===== src/rtl/ifetch_pkg.sv =====
// ifetch_pkg: shared types for the instruction-fetch controller.
package ifetch_pkg;
    localparam int INSTR_W = 32;

    typedef enum logic [1:0] {BOOT, RUN, HALT, FAULT} ifetch_state_e;

    typedef struct packed {
        logic [INSTR_W-1:0] pc;
        logic [INSTR_W-1:0] instr;
    } fetch_entry_t;
endpackage


===== src/rtl/ifetch_ctrl_fetch_buf.sv =====
// fetch_buf: small FIFO of PC-tagged fetch entries; flush wins over push.
module fetch_buf
    import ifetch_pkg::*;
#(
    parameter int unsigned DEPTH = 2
) (
    input  logic                     clk_i,
    input  logic                     rst_ni,
    input  logic                     push,
    input  logic                     pop,
    input  logic                     flush,
    input  fetch_entry_t             entry,
    output fetch_entry_t             head,
    output logic [$clog2(DEPTH):0]   count
);
    localparam int AW = $clog2(DEPTH);

    fetch_entry_t   mem [DEPTH];
    logic [AW-1:0]  rd_ptr;
    logic [AW-1:0]  wr_ptr;

    assign head = mem[rd_ptr];

    always_ff @(posedge clk_i or negedge rst_ni) begin
        if (!rst_ni) begin
            mem    <= '{default: '0};
            rd_ptr <= '0;
            wr_ptr <= '0;
            count  <= '0;
        end else if (flush) begin
            rd_ptr <= '0;
            wr_ptr <= '0;
            count  <= '0;
        end else begin
            if (push) begin
                mem[wr_ptr] <= entry;
                wr_ptr      <= wr_ptr + 1'b1;
            end
            if (pop) rd_ptr <= rd_ptr + 1'b1;
            count <= count + {{AW{1'b0}}, push} - {{AW{1'b0}}, pop};
        end
    end
endmodule


===== src/rtl/ifetch_ctrl.sv =====
// ifetch_ctrl: PC sequencing, credit-based imem issue, redirect/halt/fault handling.
module ifetch_ctrl
    import ifetch_pkg::*;
#(
    parameter logic [31:0] RESET_PC   = 32'h0000_0000,
    parameter int unsigned IMEM_BYTES = 65536,
    parameter int unsigned BUF_DEPTH  = 2
) (
    input  logic        clk_i,
    input  logic        rst_ni,
    input  logic        halt_i,
    input  logic        redirect_i,
    input  logic [31:0] redirect_pc_i,
    output logic        imem_rden_o,
    output logic [31:0] imem_addr_o,
    input  logic [31:0] imem_data_i,
    output logic        instr_valid_o,
    output logic [31:0] instr_o,
    output logic [31:0] instr_pc_o,
    input  logic        instr_ready_i,
    output logic        fault_o,
    output logic [31:0] fault_pc_o,
    output logic [31:0] fetch_cnt_o
);
    localparam int CW = $clog2(BUF_DEPTH) + 1;
    localparam logic [CW:0] DEPTH_C = BUF_DEPTH[CW:0];

    ifetch_state_e  state_q, state_d;
    logic [31:0]    pc_q, inflight_pc_q, fault_pc_q, cnt_q;
    logic           inflight_q, fault_q;
    logic [CW-1:0]  count;
    logic [CW:0]    occ;
    fetch_entry_t   head;
    logic           redir, redir_bad, pc_ok, pop, push, flush, run_ok, issue, seq_bad;

    assign redir     = redirect_i && (state_q == RUN || state_q == HALT);
    assign redir_bad = redir && (redirect_pc_i[1:0] != 2'b00 || redirect_pc_i >= IMEM_BYTES);
    assign pc_ok     = pc_q < IMEM_BYTES;
    assign pop       = instr_valid_o && instr_ready_i;
    assign occ       = {1'b0, count} + {{CW{1'b0}}, inflight_q} - {{CW{1'b0}}, pop};
    assign flush     = redir || seq_bad;
    assign push      = inflight_q && !flush;

    // A sequential overrun only faults once older fetches have drained, so they reach decode first.
    always_comb begin
        run_ok  = state_q == RUN && !halt_i && !redir;
        issue   = run_ok && pc_ok && occ < DEPTH_C;
        seq_bad = run_ok && !pc_ok && count == '0 && !inflight_q;
        state_d = state_q == BOOT ? RUN :
                  (redir_bad || seq_bad) ? FAULT :
                  state_q == FAULT ? FAULT :
                  halt_i ? HALT : RUN;
    end

    always_ff @(posedge clk_i or negedge rst_ni) begin
        if (!rst_ni) state_q <= BOOT;
        else         state_q <= state_d;
    end

    always_ff @(posedge clk_i or negedge rst_ni) begin
        if (!rst_ni) begin
            pc_q          <= RESET_PC;
            inflight_q    <= 1'b0;
            inflight_pc_q <= '0;
            fault_q       <= 1'b0;
            fault_pc_q    <= '0;
            cnt_q         <= '0;
        end else begin
            pc_q          <= (redir && !redir_bad) ? redirect_pc_i : issue ? pc_q + 32'd4 : pc_q;
            inflight_q    <= issue;
            inflight_pc_q <= issue ? pc_q : inflight_pc_q;
            cnt_q         <= cnt_q + {31'd0, pop};
            if (redir_bad || seq_bad) begin
                fault_q    <= 1'b1;
                fault_pc_q <= redir_bad ? redirect_pc_i : pc_q;
            end
        end
    end

    fetch_buf #(.DEPTH(BUF_DEPTH)) u_buf (
        .clk_i  (clk_i),
        .rst_ni (rst_ni),
        .push   (push),
        .pop    (pop),
        .flush  (flush),
        .entry  ('{pc: inflight_pc_q, instr: imem_data_i}),
        .head   (head),
        .count  (count)
    );

    assign imem_rden_o   = issue;
    assign imem_addr_o   = pc_q;
    assign instr_valid_o = state_q != FAULT && count != '0;
    assign instr_o       = head.instr;
    assign instr_pc_o    = head.pc;
    assign fault_o       = fault_q;
    assign fault_pc_o    = fault_pc_q;
    assign fetch_cnt_o   = cnt_q;
endmodule


===== config.mk =====
export PLATFORM = sky130hd
export DESIGN_NAME = ifetch_ctrl
export DESIGN_NICKNAME = d
export VERILOG_FILES = /design/src/rtl/ifetch_pkg.sv /design/src/rtl/ifetch_ctrl_fetch_buf.sv /design/src/rtl/ifetch_ctrl.sv
export SDC_FILE = /design/constraint.sdc
export NUM_CORES = 1
export LEC_CHECK = 0
export ABC_AREA = 1
export BUFFER_PORTS_ARGS = -buffer_cell sky130_fd_sc_hd__buf_2
export CAP_MARGIN = 15
export CORE_MARGIN = 8
export CORE_UTILIZATION = 48
export DETAILED_ROUTE_END_ITERATION = 10
export GPL_TIMING_DRIVEN = 0
export HOLD_SLACK_MARGIN = 0.12
export PLACE_DENSITY = 0.77
export SYNTH_ARGS = -nofsm -noshare
export SYNTH_HDL_FRONTEND = slang
export SYNTH_SLANG_ARGS = --single-unit

===== constraint.sdc =====
create_clock -name clk_i -period 4.7 [get_ports clk_i]
set_input_delay 0.47 -clock clk_i [delete_from_list [all_inputs] [get_ports clk_i]]
set_output_delay 0.47 -clock clk_i [all_outputs]
set_load 0.02 [all_outputs]

==> After elaboration in Yosys (flattened, before gate mapping) <==
Cells that the tools add are included.
{ "totals": {"reg_bits": 264, "input_bits": 69, "out_inout_bits": 163, "wordCells": 85} }
{ "op_classes": {"n_addsub": 8, "order_cmp": 6, "n_eq_ne": 4, "n_mux": 18, "n_bitwise": 3, "n_reduce_logical": 32} }
{ "ops": {"columns": ["operator", "count"], "rows": [
  ["$mux 64", 4],
  ["$bwmux 128", 1],
  ["$mux 32", 3],
  ["$demux 64 s1", 1],
  ["$add 32x1->32", 1],
  ["$add 32x3->32 const B", 1],
  ["$ge 32x17->1 const B", 1],
  ["$lt 32x17->1 const B", 1],
  ["$logic_and 1x1->1", 14],
  ["$mux 2", 5],
  ["$reduce_bool 2->1", 5],
  ["$logic_not 1->1", 6],
  ["$eq 2x2->1 const B", 2],
  ["$ge 2x2->1 const B", 2],
  ["$logic_not 2->1", 2],
  ["$logic_or 1x1->1", 4],
  ["$mux 1", 4],
  ["$not 1->2", 2],
  ["$add 2x1->3", 1],
  ["$lt 3x2->1 const B", 1],
  ["$sub 3x1->3", 1],
  ["$add 1x1->1 const B", 2],
  ["$add 2x1->2", 1],
  ["$eq 2x1->1 const B", 1],
  ["other kinds (5)", 5]
]} }

==> Logic depth before layout (Yosys ltp) <==
{ "logic_depth": {"word_depth": 14, "mapped_depth": 17, "mapped_depth_nobuf": 16} }

==> Modules after synthesis <==
A second synthesis with hierarchy kept.
{ "unflattened": {"hier_cells": 1322, "hier_area_um2": 12904.9} }
{ "modules_own_cells": {"columns": ["mod", "n_inst", "cells_each", "area_each_um2", "seq_area_each_um2"], "rows": [
  ["ifetch_ctrl", 1, 750, 6596.3, 3303.2],
  ["fetch_buf", 1, 572, 6308.6, 3303.2]
]} }

==> Worst setup path after synthesis <==
OpenSTA, ideal clock, no wires.
{ "synth_path": {"kind": "register -> output", "start": "register state_q[0]", "end": "output port imem_rden_o", "arrival_ns": 2.697, "required_ns": 4.230, "setup_slack_ns": 1.533, "stages_incl_launch_ff": 14, "n_path_buf": 1, "cell_sequence": "dfrtp_1 > ha_1 > a21oi_1 > nand2_1 > inv_1 > ha_1 > inv_1 > nand2_1 > fa_1 > nand3_1 > nor2_1 > nand3_1 > inv_2 > buf_2"} }
{ "synth_between": {"elab_cells_between_ends": 14, "classes_between": "add/sub: 1; order compare: 1; eq/ne: 3; reduce/logical: 9"} }
{ "synth_lines": {"columns": ["item", "line_no", "text"], "rows": [
  ["start, declared", "ifetch_ctrl.sv:28", "ifetch_state_e state_q, state_d;"],
  ["start signal, assigned", "ifetch_ctrl.sv:57", "else state_q <= state_d;"],
  ["$ne 2x2->1", "ifetch_ctrl.sv:93", "assign instr_valid_o = state_q != FAULT && count != '0;"],
  ["$logic_and 1x1->1", "ifetch_ctrl.sv:93", null],
  ["via instr_valid_o", "ifetch_ctrl.sv:17", "output logic instr_valid_o,"],
  ["$logic_and 1x1->1", "ifetch_ctrl.sv:39", "assign pop = instr_valid_o && instr_ready_i;"],
  ["$sub 3x1->3", "ifetch_ctrl.sv:40", "assign occ = {1'b0, count} + {{CW{1'b0}}, inflight_q} - {{CW{1'b0}}, pop};"],
  ["$lt 3x2->1", "ifetch_ctrl.sv:47", "issue = run_ok && pc_ok && occ < DEPTH_C;"],
  ["$logic_and 1x1->1", "ifetch_ctrl.sv:47", null],
  ["end, declared", "ifetch_ctrl.sv:14", "output logic imem_rden_o,"]
]} }
The timed path passes the listed nets, and every way through them passes these cells.

==> Worst setup path in the final report <==
{ "layout_path": {"start": "register state_q[0]", "end": "output port imem_rden_o"} }
{ "layout_between": {"elab_chain_cells": 7, "elab_cells_between_ends": 14, "classes_between": "add/sub: 1; order compare: 1; eq/ne: 3; reduce/logical: 9"} }
{ "layout_lines": {"columns": ["item", "line_no"], "rows": [
  ["parallel branches: the longest is 6 deep, another holds $sub 3x1->3", null],
  ["$logic_and 1x1->1 *", "ifetch_ctrl.sv:47"]
]} }
Every way passes the cells marked *.

==> results by group <==
Die
  – Num ports: 232
  – Total die area: 0.0301 mm²
  – Die H: 173 µm
  – Total core area: 0.0243 mm²
  – Die W: 173 µm
  – Initial Utilization: 0.489
  – Placement row count: 57

Final layout
  – Share of cells above drive strength 1: 0.282
  – Ant. Diodes: 0
  – Area Overhead vs Synth: 21.9%
  – Layout net count: 1615
  – Final core occ: 0.597

Synth
  – YS warnings: 0
  – Syn Nets: 1350
  – Avg Inst Size Synth: 9.37 µm²
  – Yosys cell types: 36
  – FF+latch count, synth: 264
  – Sequential area share after synthesis: 0.555
  – Mapped Cells: 1271
  – Cell Area, Synth: 0.0119 mm²

STA
  – Fmax achieved: 0.247 GHz
  – Final Hold Vio Count: 0
  – Slew headroom: 0.522
  – Final WS setup: 0.646 ns
  – Tcrit/Tclk final: 0.862
  – RSZ-0062 raised after global routing: false
  – Endpoints failing setup: 0
  – Tightest Pin Transition: 0.717 ns
  – Fin Hold WS: 0.172 ns
  – Worst clock skew: 0.00780 ns
  – Fin crit period: 4.05 ns
  – Max-slew violations: 0

Clock network
  – Post-CTS setup buffers: 0
  – Clock sinks: 264
  – Clock root buffer: clkbuf_16
  – H-tree Lvls: 1
  – Clock buffer depth: 3
  – Number of buffers created by CTS: 29
  – CTS tree: built
  – Clk slew on worst S/H paths: 0.06 ns
  – Clk Latency, worst-skew pair: 0.54 ns

Routing
  – Detail Route Antenna Nets: 0
  – Vias post-DR: 9641
  – First-pass DRT Iterations: 5
  – Drt wl/cell: 16.4 µm
  – DR vias/cell: 5.12
  – Drt first-iter violations: 620
  – DRC: 0
  – DRT Wirelength: 30800 µm

Global routing
  – Global-route wire length before repair: 51600 µm
  – Total gr overflow: 0
  – Initial antenna violation count: 0
  – GRT Util Overall: 0.203
  – Largest net degree at the start of global routing: 131
  – Vias in the first global route: 10100

Worst setup path
  – Startpoint types: flip-flop
  – Endpoint arrival time on the critical path: 3.58 ns
  – Worst setup EP type: output pin
  – Worst setup path category: reg2out
  – CP Max Fanout: 11
  – CP required: 4.23 ns

Placement
  – HPWL Detailed: 22400 µm
  – Routability Congestion: 0.857
  – Buffers on Ports: 231
  – Post-Place Worst Slack: 1.12 ns

Power
  – Worst VDD drop: 0.259 mV
  – Overall power consumption: 0.00558 W
  – Pwr Density: 384 mW/mm²
  – Leak pwr: 7.55 nW

Flow run
  – Max Cap Viol: 0

Hold path
  – HP Class: in2reg

Status
  – Status: complete, no violations
-- worst max-delay path: stages, from the launching register on --
cell     delay [ns]
dfrtp_1        0.40
ha_1           0.23
a21oi_1        0.21
nand2_1        0.15
inv_1          0.11
ha_1           0.23
inv_1          0.07
nand2_1        0.07
fa_1           0.48
nand3_1        0.14
nor2_1         0.16
nand3_1        0.11
inv_2          0.16
buf_2          0.29
buf_2          0.22
-- synth_stat cells (all sizes together) --
library cell	number	area [µm²]
clkinv	1	5.00
nor2	100	403
xnor2	12	105
dfrtp	264	6610
nor3b	1	18.8
inv	124	465
mux2	64	721
o21ai	149	746
or2	1	6.26
nand4	6	52.6
a21oi	2	13.8
nand3	143	818
nor3	14	75.1
nand2	288	1110
clkbuf	13	50.0
nand3b	2	15.0
xor2	30	263
buf	47	294
fa	1	20.0
ha	9	113
-- placed cells by master (no fill, tap or decap), drive strengths merged, types with 11 or more instances in the layout --
cell,instances
mux2,64
o21ai,149
xnor2,12
xor2,30
clkinv,11
inv,124
buf,280
nor3,14
dfrtp,264
nor2,100
nand2,288
clkbuf,48
nand3,143
-- path summary, 6_finish.rpt --
path	cells past startpoint	end	slack, ns	start
max	14	imem_rden_o	0.65	state_q[0]
min	3	imem_addr_o[6]	0.17	redirect_pc_i[6]
max reg2reg	15	imem_addr_o[14]	1.63	state_q[0]
min reg2reg	1	fetch_cnt_o[31]	0.46	fetch_cnt_o[31]
max in group asynchronous	4	u_buf.mem[43]	2.91	rst_ni
min in group asynchronous	2	u_buf.mem[124]	0.41	rst_ni
-- registers in the layout, indices dropped and copies added, names as in the netlist, 2 cells and up --
signal / cells
imem_addr_o: 32
fault_pc_o: 32
state_q: 2
u_buf.mem: 128
inflight_pc_q: 32
fetch_cnt_o: 32
u_buf.count: 2
-- logic make-up after synthesis --
family / Yosys count / share of synthesized area
AOI/OAI and AO/OA: 151 / 0.0638
xor gates and xnor gates: 42 / 0.0309
adders and majority gates: 10 / 0.0111
buffers and inverters: 185 / 0.0684
DFF: 264 / 0.555
muxes: 64 / 0.0605
and+or+nand+nor: 555 / 0.210
-- through the flow --
step / cell area [µm²] / instances / setup TNS, ns
after floorplan: 11900 / 1271 / 0
after global routing: 14500 / 1882 / 0
after CTS: 14500 / 1882 / 0
after global placement: 13500 / 1826 / -401.85
after detailed placement: 13500 / 1828 / 0
final: 14500 / 1882 / 0
-- layout make-up --
type	count	area (µm²)
flip-flops and latches	264	6610
repair buffers	234	1230
clock inverters	18	200
inverters	125	470
well taps	324	405
fillers	2098	9810
multi-input cells	822	4480
plain buffers	60	344
clock buffers	35	768
-- timing repair --
item | in CTS | in global routing
gates resized for setup | 0 | 0
hold endpoints to repair | 43 | 0
hold buffers | 1 | 0
-- power breakdown --
group          switching [W]  internal [W]  total, W  leakage (nW)
Clock               0.000909       0.00138   0.00229         0.473
Sequential         0.0000881       0.00242   0.00250          3.40
Combinational       0.000509      0.000275  0.000784          3.67
-- metal layers --
metal  global-route usage  wire (µm)  up-vias
li1                     -          -     4636
met1                0.265      13700     4672
met2                0.342      14700      291
met3               0.0416       1950       42
met4               0.0499        556        0
met5                    0          0        -
Note: power is estimated with default switching activity, not from simulation.
